==> config.mk <==
export PLATFORM = sky130hd
export DESIGN_NAME = fetch_exec_sequencer
export DESIGN_NICKNAME = d
export VERILOG_FILES = /design/src/rtl/fetch_seq_pkg.sv /design/src/rtl/pc_next_calc.sv /design/src/rtl/fetch_exec_sequencer.sv
export SDC_FILE = /design/constraint.sdc
export NUM_CORES = 1
export LEC_CHECK = 0
export BUFFER_PORTS_ARGS = -buffer_cell sky130_fd_sc_hd__buf_2
export CORE_MARGIN = 1
export CORE_UTILIZATION = 48
export DETAILED_ROUTE_END_ITERATION = 12
export GPL_ROUTABILITY_DRIVEN = 0
export HOLD_SLACK_MARGIN = 0.15
export PLACE_DENSITY = 0.76
export SLEW_MARGIN = 20
export SYNTH_ARGS = -nofsm -noshare
export SYNTH_HDL_FRONTEND = slang
export SYNTH_HIERARCHICAL = 1
export SYNTH_SLANG_ARGS = --single-unit
export TNS_END_PERCENT = 30
==> constraint.sdc <==
create_clock -name clk -period 2.2 [get_ports clk]
set_input_delay 0.11 -clock clk [delete_from_list [all_inputs] [get_ports clk]]
set_output_delay 0.11 -clock clk [all_outputs]
set_load 0.01 [all_outputs]
==> src/rtl/fetch_seq_pkg.sv <==
// Shared state encodings and opcode constants for the fetch/execute sequencer.
package fetch_seq_pkg;

    typedef enum logic [2:0] {
        ST_IDLE   = 3'd0,
        ST_FETCH  = 3'd1,
        ST_WAIT   = 3'd2,
        ST_DECODE = 3'd3,
        ST_EXEC   = 3'd4,
        ST_UPDATE = 3'd5,
        ST_HALT   = 3'd6,
        ST_FAULT  = 3'd7
    } state_t;

    localparam logic [3:0] OP_JMP  = 4'hC;
    localparam logic [3:0] OP_BEQ  = 4'hD;
    localparam logic [3:0] OP_HALT = 4'hF;

endpackage

==> src/rtl/pc_next_calc.sv <==
// Next-PC selection: absolute jump, taken relative branch, or sequential step.
module pc_next_calc #(
    parameter int unsigned ADDR_W = 8
) (
    input  logic [ADDR_W-1:0] pc,
    input  logic [ADDR_W-1:0] imm,
    input  logic              is_jump,
    input  logic              is_branch,
    input  logic              taken,
    output logic [ADDR_W-1:0] next_pc
);

    logic [ADDR_W-1:0] pc_inc;

    // Branch target is relative to the following instruction; all sums wrap.
    always_comb begin
        pc_inc  = pc + ADDR_W'(1);
        next_pc = pc_inc;
        if (is_jump) begin
            next_pc = imm;
        end else if (is_branch && taken) begin
            next_pc = pc_inc + imm;
        end
    end

endmodule

==> src/rtl/fetch_exec_sequencer.sv <==
// Multi-cycle fetch/decode/execute/update controller owning the architectural PC.
module fetch_exec_sequencer
    import fetch_seq_pkg::*;
#(
    parameter int unsigned ADDR_W   = 8,
    parameter int unsigned DATA_W   = 16,
    parameter int unsigned MAX_WAIT = 15
) (
    input  logic              clk,
    input  logic              reset,
    input  logic              start,
    output logic              imem_req,
    output logic [ADDR_W-1:0] imem_addr,
    input  logic              imem_ready,
    input  logic [DATA_W-1:0] imem_rdata,
    output logic [DATA_W-1:0] ir,
    output logic              ir_valid,
    output logic              exec_start,
    input  logic              ex_done,
    input  logic              branch_taken,
    output logic [ADDR_W-1:0] pc,
    output logic [2:0]        state,
    output logic              halted,
    output logic              fault
);

    localparam int unsigned CNT_W = $clog2(MAX_WAIT + 1);

    state_t            st;
    logic [CNT_W-1:0]  wait_cnt;
    logic              taken;
    logic [3:0]        ir_op;
    logic [3:0]        rdata_op;
    logic [ADDR_W-1:0] next_pc;

    assign ir_op     = ir[DATA_W-1 -: 4];
    assign rdata_op  = imem_rdata[DATA_W-1 -: 4];
    assign imem_addr = pc;
    assign state     = st;

    pc_next_calc #(.ADDR_W(ADDR_W)) u_pc_next (
        .pc        (pc),
        .imm       (ADDR_W'(ir[7:0])),
        .is_jump   (ir_op == OP_JMP),
        .is_branch (ir_op == OP_BEQ),
        .taken     (taken),
        .next_pc   (next_pc)
    );

    // Outputs are registered alongside the state so they line up with the state they describe.
    always_ff @(posedge clk or posedge reset) begin
        if (reset) begin
            st         <= ST_IDLE;
            pc         <= '0;
            ir         <= '0;
            ir_valid   <= 1'b0;
            imem_req   <= 1'b0;
            exec_start <= 1'b0;
            halted     <= 1'b0;
            fault      <= 1'b0;
            wait_cnt   <= '0;
            taken      <= 1'b0;
        end else begin
            case (st)
                ST_IDLE: begin
                    if (start) begin
                        st <= ST_FETCH;
                    end
                end
                ST_FETCH: begin
                    wait_cnt <= '0;
                    imem_req <= 1'b1;
                    st       <= ST_WAIT;
                end
                ST_WAIT: begin
                    if (imem_ready) begin
                        ir         <= imem_rdata;
                        ir_valid   <= 1'b1;
                        imem_req   <= 1'b0;
                        exec_start <= (rdata_op != OP_HALT);
                        st         <= ST_DECODE;
                    end else if (wait_cnt == CNT_W'(MAX_WAIT - 1)) begin
                        imem_req <= 1'b0;
                        fault    <= 1'b1;
                        st       <= ST_FAULT;
                    end else begin
                        wait_cnt <= wait_cnt + CNT_W'(1);
                    end
                end
                ST_DECODE: begin
                    exec_start <= 1'b0;
                    if (ir_op == OP_HALT) begin
                        ir_valid <= 1'b0;
                        halted   <= 1'b1;
                        st       <= ST_HALT;
                    end else begin
                        st <= ST_EXEC;
                    end
                end
                ST_EXEC: begin
                    if (ex_done) begin
                        taken <= branch_taken;
                        st    <= ST_UPDATE;
                    end
                end
                ST_UPDATE: begin
                    pc       <= next_pc;
                    ir_valid <= 1'b0;
                    st       <= ST_FETCH;
                end
                ST_HALT: begin
                end
                ST_FAULT: begin
                end
                default: begin
                    st <= ST_IDLE;
                end
            endcase
        end
    end

endmodule

==> results.py, run 1 <==
metrics = {
    "detailed_routing": {
        "drt_pass1_iterations": 4,
        "wl_per_cell_um": 15.5,
        "via_per_inst": 5.29,
        "drt_iter0_drc": 98,
        "dr_total_vias": 2112,
        "final_antenna_net_count": 0,
        "routed_wl_um": 6180,
        "drc": 0,
    },
    "critical_path": {
        "crit_type": "flop to flop",
        "crit_path_cell_trace": "ha_4 > xor2_1 > ha_1 > a21oi_2 > buf_4 > a21o_1 > nand3b_1 > nor3b_1 > o31a_1 > mux2_2",
        "worst_ep_required_time_ns": 2.37,
        "cp-startpoint": "imem_addr[0]$_DFFE_PP0N_",
        "slowest_stage": "dfrtp_2",
        "worstReg2RegStart": "imem_addr[0]$_DFFE_PP0N_",
        "cp.arrival_ns": 2.59,
        "slowest_delay_ns": 0.44,
        "critPathCaptureType": "flop",
        "critPathMaxFanout": 4,
        "reg2regPathDepth": 10,
        "critPathLaunchType": "flop",
    },
    "yosys": {
        "synthCells": 232,
        "ys_async_sr_fraction_pct": 100,
        "synth.avg_cell_area_sq_um": 10.6,
        "synth_top_area_share_pct": 37.7,
        "ys_ff_latch": 37,
        "yosysMostFrequentCell": "dfrtp_1",
        "synth_mux_area_share_pct": 15.2,
        "synth-xor-area-share_pct": 2.85,
        "synth_top_family_by_area": "simple AND/OR/NAND/NOR gates",
        "synth_top_area_cell": "dfrtp_1",
        "syn_area_sq_mm": 0.00246,
        "syn_nets": 266,
        "synthAdderAreaFrac_pct": 6.42,
        "synth-edff-count": 0,
        "synth.distinct_cells": 54,
        "yosysWarningCount": 6,
        "synth_compound_area_share_pct": 13.8,
        "ys_top_cells_by_count": "37 x dfrtp_1, 18 x mux2_2, 11 x ha_1",
        "ys.flop_type": "dfrtp_1",
        "synthSimpleGateAreaFrac_pct": 17.6,
        "ys_top_cells_by_area": "dfrtp_1 38%, mux2_2 8.2%, mux2_4 6.1%",
        "ys_seq_area_share_pct": 37.7,
    },
    "cts": {
        "clock-sinks": 37,
        "clockBufferDepth": 2,
        "clkTransAtPathRegs_ns": 0.08,
        "cts.root.buffer_cell": "clkbuf_8",
        "cts_tree": "done",
        "cts-buffers-inserted": 5,
        "insertion_delay_ns": 0.29,
        "ctsHtreeMaxLevel": 2,
    },
    "sta": {
        "max_slew.worst_pin.slew_ns": 0.482,
        "rsz0062_at_grt": "true",
        "max_freq_mhz": 414,
        "fin_skew_ns": 0.00545,
        "hold_violations": 0,
        "finalCritPeriodShare_pct": 110,
        "final-max-slew-violation-count": 0,
        "setup_ws_ns": -0.216,
        "maxSlewHeadroom_pct": 67.9,
        "min_period_ns": 2.42,
        "worst_hold_slack_ns": 0.239,
        "setup_viol_count_final": 5,
    },
    "global_routing": {
        "grt_pass1_wl_um": 9990,
        "grt_pass1_vias": 2093,
        "grt_max_degree": 38,
        "antenna_found_initial": 0,
        "grt_overflow": 0,
        "track_usage_pct": 24.5,
    },
    "floorplan": {
        "io_pins": 62,
        "start_util_pct": 51.0,
        "rows": 25,
        "die-area_sq_mm": 0.00541,
        "core_sq_mm": 0.00482,
        "dieHeight_um": 73.6,
        "dieWidth_um": 73.6,
    },
    "place": {
        "pre_cts_ws_ns": -0.218,
        "dp.cells": 368,
        "place_hpwl_um": 4170,
        "io_buffer_count": 61,
    },
    "pwr": {
        "leakagePower_nw": 1.59,
        "p_per_area_mw_per_mm2": 1510,
        "peakVddDrop_uv": 740,
    },
    "finish": {
        "final_net_count": 365,
        "fin_cells": 399,
        "drive_gt1_share_pct": 47.3,
        "area_growth_pct": 34.4,
        "nFillCells": 361,
        "antenna_cells": 0,
    },
    "hold_path": {
        "worstHoldStart": "imem_ready",
        "hold_depth": 3,
        "hold_path.class": "primary input to flop",
    },
    "status": {
        "run_status": "finished with violations",
        "failed_checks": "negative setup slack",
    },
    "run": {
        "max_cap_violations": 0,
    },
}
==> metal layers <==
| layer | share of wire, % | wire [um] | vias to the layer above | global-route usage (%) |
|---|---|---|---|---|
| li1 | - | - | 1030 | - |
| met1 | 44 | 2750 | 1024 | 31.0 |
| met2 | 50 | 3120 | 49 | 42.7 |
| met3 | 3.5 | 215 | 9 | 4.25 |
| met4 | 1.6 | 99 | 0 | 7.48 |
| met5 | 0 | 0 | - | 0 |
==> state kept, by name (all words and copies together) (netlist names) <==
name,count
fault,1
ir,16
halted,1
ir_valid,1
state,3
imem_req,1
imem_addr,8
exec_start,1
wait_cnt,4
taken,1
==> critical path: cells and delay by family, from the launching register on <==
kind | cells | cell delay, ns
buffers and inverters | 1 | 0.14
AO/OA/AOI/OAI | 3 | 0.55
flip-flops | 1 | 0.44
multiplexers | 1 | 0.25
AND/OR/NAND/NOR | 2 | 0.23
XOR/XNOR | 1 | 0.15
adder cells (fa/ha/maj) | 2 | 0.54
==> cell usage in the layout, fill, tap and decap left out, types with 4 or more instances in the layout <==
cell type      instances
o21ai_0                7
a21oi_1                8
dlygate4sd3_1         19
clkbuf_8               5
ha_1                   8
nand2b_1               5
nand3_1                4
nor3_1                 4
nor2_1                10
buf_4                 30
mux2_4                11
inv_1                  8
buf_2                 61
dfrtp_1               35
nor3b_1                6
a31oi_1                6
a21oi_2                5
nand2_1               10
nor2b_1                4
mux2_2                17
==> area by class of cell <==
cell class | instances | area, sq um | area share, %
Clock inverter | 3 | 17.5 | 0.530
Sequential cell | 37 | 928 | 28.1
Clock buffer | 5 | 68.8 | 2.08
Multi-Input combinational cell | 169 | 1450 | 44.0
Inverter | 8 | 30.0 | 0.909
Tap cell | 67 | 83.8 | 2.54
Timing Repair Buffer | 110 | 721 | 21.8
==> kinds of logic (layout without fill, tap and decap cells) <==
group	Yosys count	in the layout
flip-flops	37	37
buffers and inverters	26	126
multiplexers	30	30
AO/OA/AOI/OAI	48	48
XOR/XNOR	8	8
adder cells (fa/ha/maj)	12	12
AND/OR/NAND/NOR	71	71
==> through the flow <==
step                util (%)  TNS [ns]  cell area, sq um  total power (W)
finish                  68.6    -0.809              3300          0.00500
global route            68.6     -1.26              3300          0.00537
global placement        60.7    -0.485              2930          0.00416
floorplan                  -    -0.393              2470          0.00333
CTS                     68.1    -0.772              3280          0.00491
detailed placement      60.7    -0.680              2930          0.00425
==> power by group <==
part | internal, W | leakage (nW) | switching (W) | total [W]
sequential | 0.00100 | 0.449 | 0.000370 | 0.00137
clock | 0.000219 | 0.0439 | 0.000248 | 0.000467
combinational | 0.00167 | 1.09 | 0.00149 | 0.00316
==> worst paths after layout <==
path,end,slack (ns)
max,imem_addr[5]$_DFFE_PP0N_,-0.22
min in group asynchronous,ir[8]$_DFFE_PP0P_,0.52
max in group asynchronous,imem_addr[2]$_DFFE_PP0N_,1.32
max reg2reg,imem_addr[5]$_DFFE_PP0N_,-0.22
min,ir_valid$_DFFE_PP0P_,0.24
min reg2reg,halted$_DFFE_PP0P_,0.47
==> what timing repair did <==
item / CTS / global route
setup buffers: 2 / 2
resized for setup: 11 / 2
pin swaps: 8 / 6
endpoints found under the hold margin: 55 / 0
gates cloned: 0 / 0
endpoints found under the setup margin: 5 / 5
hold buffers: 19 / 0
Note: power is estimated with default switching activity, not from simulation.
==> inputs of run 2 (changes only) <==
--- a/config.mk
+++ b/config.mk
@@ -6,15 +6,14 @@
 export NUM_CORES = 1
 export LEC_CHECK = 0
 export BUFFER_PORTS_ARGS = -buffer_cell sky130_fd_sc_hd__buf_2
+export CAP_MARGIN = 20
 export CORE_MARGIN = 1
-export CORE_UTILIZATION = 48
+export CORE_UTILIZATION = 32
 export DETAILED_ROUTE_END_ITERATION = 12
 export GPL_ROUTABILITY_DRIVEN = 0
 export HOLD_SLACK_MARGIN = 0.15
-export PLACE_DENSITY = 0.76
 export SLEW_MARGIN = 20
 export SYNTH_ARGS = -nofsm -noshare
 export SYNTH_HDL_FRONTEND = slang
-export SYNTH_HIERARCHICAL = 1
 export SYNTH_SLANG_ARGS = --single-unit
 export TNS_END_PERCENT = 30
==> results.py, run 2 <==
metrics = {
    "critical_path": {
        "slowest_delay_ns": 0.44,
        "crit_path_cell_trace": "ha_4 > nand2_2 > nor2_2 > xor2_1 > ha_1 > a21oi_2 > and4_1 > a221o_1 > o21a_1 > o211ai_1 > nand3b_1",
        "slowest_stage": "dfrtp_2",
        "worst_ep_required_time_ns": 2.37,
        "critPathCaptureType": "flop",
        "cp.arrival_ns": 2.57,
        "critPathLaunchType": "flop",
        "crit_type": "flop to flop",
        "critPathMaxFanout": 4,
    },
    "global_routing": {
        "grt_overflow": 0,
        "grt_pass1_wl_um": 9010,
        "grt_pass1_vias": 1863,
        "track_usage_pct": 15.5,
        "antenna_found_initial": 0,
        "grt_max_degree": 38,
    },
    "yosys": {
        "ys.flop_type": "dfrtp_1",
        "ys_top_cells_by_area": "dfrtp_1 41%, mux2_1 8.0%, ha_1 6.1%",
        "synthCells": 234,
        "synth.distinct_cells": 43,
        "ys_async_sr_fraction_pct": 100,
        "yosysWarningCount": 0,
        "synth_top_area_cell": "dfrtp_1",
        "synth-edff-count": 0,
        "yosysMostFrequentCell": "dfrtp_1",
        "syn_nets": 268,
        "ys_ff_latch": 37,
        "synth.avg_cell_area_sq_um": 9.58,
        "ys_top_cells_by_count": "37 x dfrtp_1, 32 x nand2_1, 19 x nor2_1, 19 x o21ai_0, 16 x mux2_1",
        "ys_seq_area_share_pct": 41.3,
        "syn_area_sq_mm": 0.00224,
        "synth_top_area_share_pct": 41.3,
    },
    "finish": {
        "antenna_cells": 0,
        "fin_cells": 432,
        "area_growth_pct": 39.8,
        "drive_gt1_share_pct": 34.8,
        "final_cell_mix": "61 x buf_2, 35 x dfrtp_1, 31 x nand2_1",
        "layout_commonest_cell": "buf_2",
        "largest_reg_flops": 16,
        "regMostFlops": "ir",
        "final_net_count": 369,
    },
    "floorplan": {
        "rows": 30,
        "dieWidth_um": 85.7,
        "die-area_sq_mm": 0.00734,
        "core_sq_mm": 0.00679,
        "start_util_pct": 33.0,
        "io_pins": 62,
        "dieHeight_um": 85.7,
    },
    "detailed_routing": {
        "drt_iter0_drc": 35,
        "wl_per_cell_um": 12.3,
        "via_per_inst": 4.72,
        "drc": 0,
        "final_antenna_net_count": 0,
        "drt_pass1_iterations": 4,
        "dr_total_vias": 2040,
        "routed_wl_um": 5320,
    },
    "sta": {
        "setup_ws_ns": -0.204,
        "setup_viol_count_final": 2,
        "rsz0062_at_grt": "true",
        "hold_violations": 0,
        "maxSlewHeadroom_pct": 59.8,
        "final-max-slew-violation-count": 0,
        "max_freq_mhz": 416,
        "finalCritPeriodShare_pct": 109,
        "min_period_ns": 2.40,
        "fin_skew_ns": 0.00473,
        "max_slew.worst_pin.slew_ns": 0.602,
    },
    "cts": {
        "clock-sinks": 37,
        "cts-buffers-inserted": 5,
        "cts.root.buffer_cell": "clkbuf_8",
        "cts_tree": "done",
        "clockBufferDepth": 2,
        "clkTransAtPathRegs_ns": 0.07,
        "insertion_delay_ns": 0.28,
        "ctsHtreeMaxLevel": 2,
    },
    "pwr": {
        "finalPower_w": 0.00442,
        "p_per_area_mw_per_mm2": 1410,
        "leakagePower_nw": 1.55,
        "peakVddDrop_uv": 689,
    },
    "place": {
        "place_hpwl_um": 3800,
        "io_buffer_count": 61,
        "dp.cells": 403,
    },
    "hold_path": {
        "hold_path.class": "primary input to flop",
    },
    "status": {
        "run_status": "finished with violations",
        "failed_checks": "negative setup slack",
    },
    "run": {
        "max_cap_violations": 0,
    },
}
[run 2: changes by cell type in the layout (fill, tap and decap cells not counted), moves of 6 or more]
cell / delta
nand3_1: +7
mux2_2: -16
nand2_1: +21
mux2_4: -11
nor3b_1: -6
o21ai_0: +11
mux2_1: +16
nor2_1: +7
[run 2: routing by layer]
| layer | part of all wire (%) | GRT usage, % | vias up |
|---|---|---|---|
| met3 | 3.2 | 3.27 | 6 |
| met2 | 45 | 24.2 | 40 |
| li1 | - | - | 1031 |
| met1 | 51 | 21.8 | 963 |
| met5 | 0 | 0 | - |
| met4 | 1.1 | 4.09 | 0 |
[run 2: kinds of logic (layout without fill, tap and decap cells)]
kind of cell	after synthesis	after routing	synth area share, %
AO/OA/AOI/OAI	55	55	16.4
XOR/XNOR	10	10	3.91
adder cells (fa/ha/maj)	12	12	7.04
buffers and inverters	22	124	5.42
flip-flops	37	37	41.3
multiplexers	17	17	8.54
AND/OR/NAND/NOR	81	81	17.4
[run 2: worst max-delay path: cells and delay by family (launching register included)]
family | cells | cell delay, ns
AO/OA/AOI/OAI | 4 | 0.80
adder cells (fa/ha/maj) | 2 | 0.51
flip-flops | 1 | 0.44
XOR/XNOR | 1 | 0.18
AND/OR/NAND/NOR | 4 | 0.35
[run 2: timing repair]
action | 4_1_cts | 5_1_grt
hold endpoints to repair | 55 | 0
cloned | 0 | 0
pin swaps | 3 | 8
endpoints found under the setup margin | 4 | 4
hold buffers | 20 | 0
buffers inserted | 1 | 0
resized for setup | 5 | 5
[run 2: stage by stage]
stage | setup slack, ns | setup TNS (ns) | hold WS [ns] | util (%) | area, sq um
after floorplan | -0.133 | -0.133 | 0.245 | - | 2260
after CTS | -0.179 | -0.212 | 0.186 | 45.8 | 3110
final | -0.204 | -0.221 | 0.193 | 46.1 | 3130
after global placement | -0.139 | -0.254 | 0.247 | 41.2 | 2800
after detailed placement | -0.167 | -0.332 | 0.258 | 41.2 | 2800
after global routing | -0.321 | -0.625 | 0.207 | 46.1 | 3130
[run 2: path summary, 6_finish.rpt]
| path | start | to | slack [ns] | cells past startpoint |
|---|---|---|---|---|
| hold reg to reg | fault$_DFFE_PP0P_ | fault$_DFFE_PP0P_ | 0.46 | 1 |
| max in group asynchronous | reset | imem_addr[0]$_DFFE_PP0P_ | 1.36 | 4 |
| setup reg to reg | imem_addr[0]$_DFFE_PP0P_ | imem_addr[7]$_DFFE_PP0P_ | -0.20 | 11 |
| setup / recovery | imem_addr[0]$_DFFE_PP0P_ | imem_addr[7]$_DFFE_PP0P_ | -0.20 | 11 |
| min in group asynchronous | reset | wait_cnt[1]$_DFFE_PP0P_ | 0.48 | 4 |
| hold / removal | imem_ready | ir_valid$_DFFE_PP0P_ | 0.19 | 3 |
[run 2: cell type report]
cell class / count / area [sq um]
multi-input combinational: 175 / 1250
clock buffer: 8 / 80.1
tap: 96 / 120
sequential: 37 / 928
inverter: 5 / 18.8
timing repair buffer: 111 / 731
fill: 661 / 3660
[run 2: power by group]
group	internal, W	switching, W	total, W
Sequential	0.000978	0.000355	0.00133
Combinational	0.00137	0.00126	0.00263
Clock	0.000225	0.000232	0.000458
Total	0.00257	0.00185	0.00442
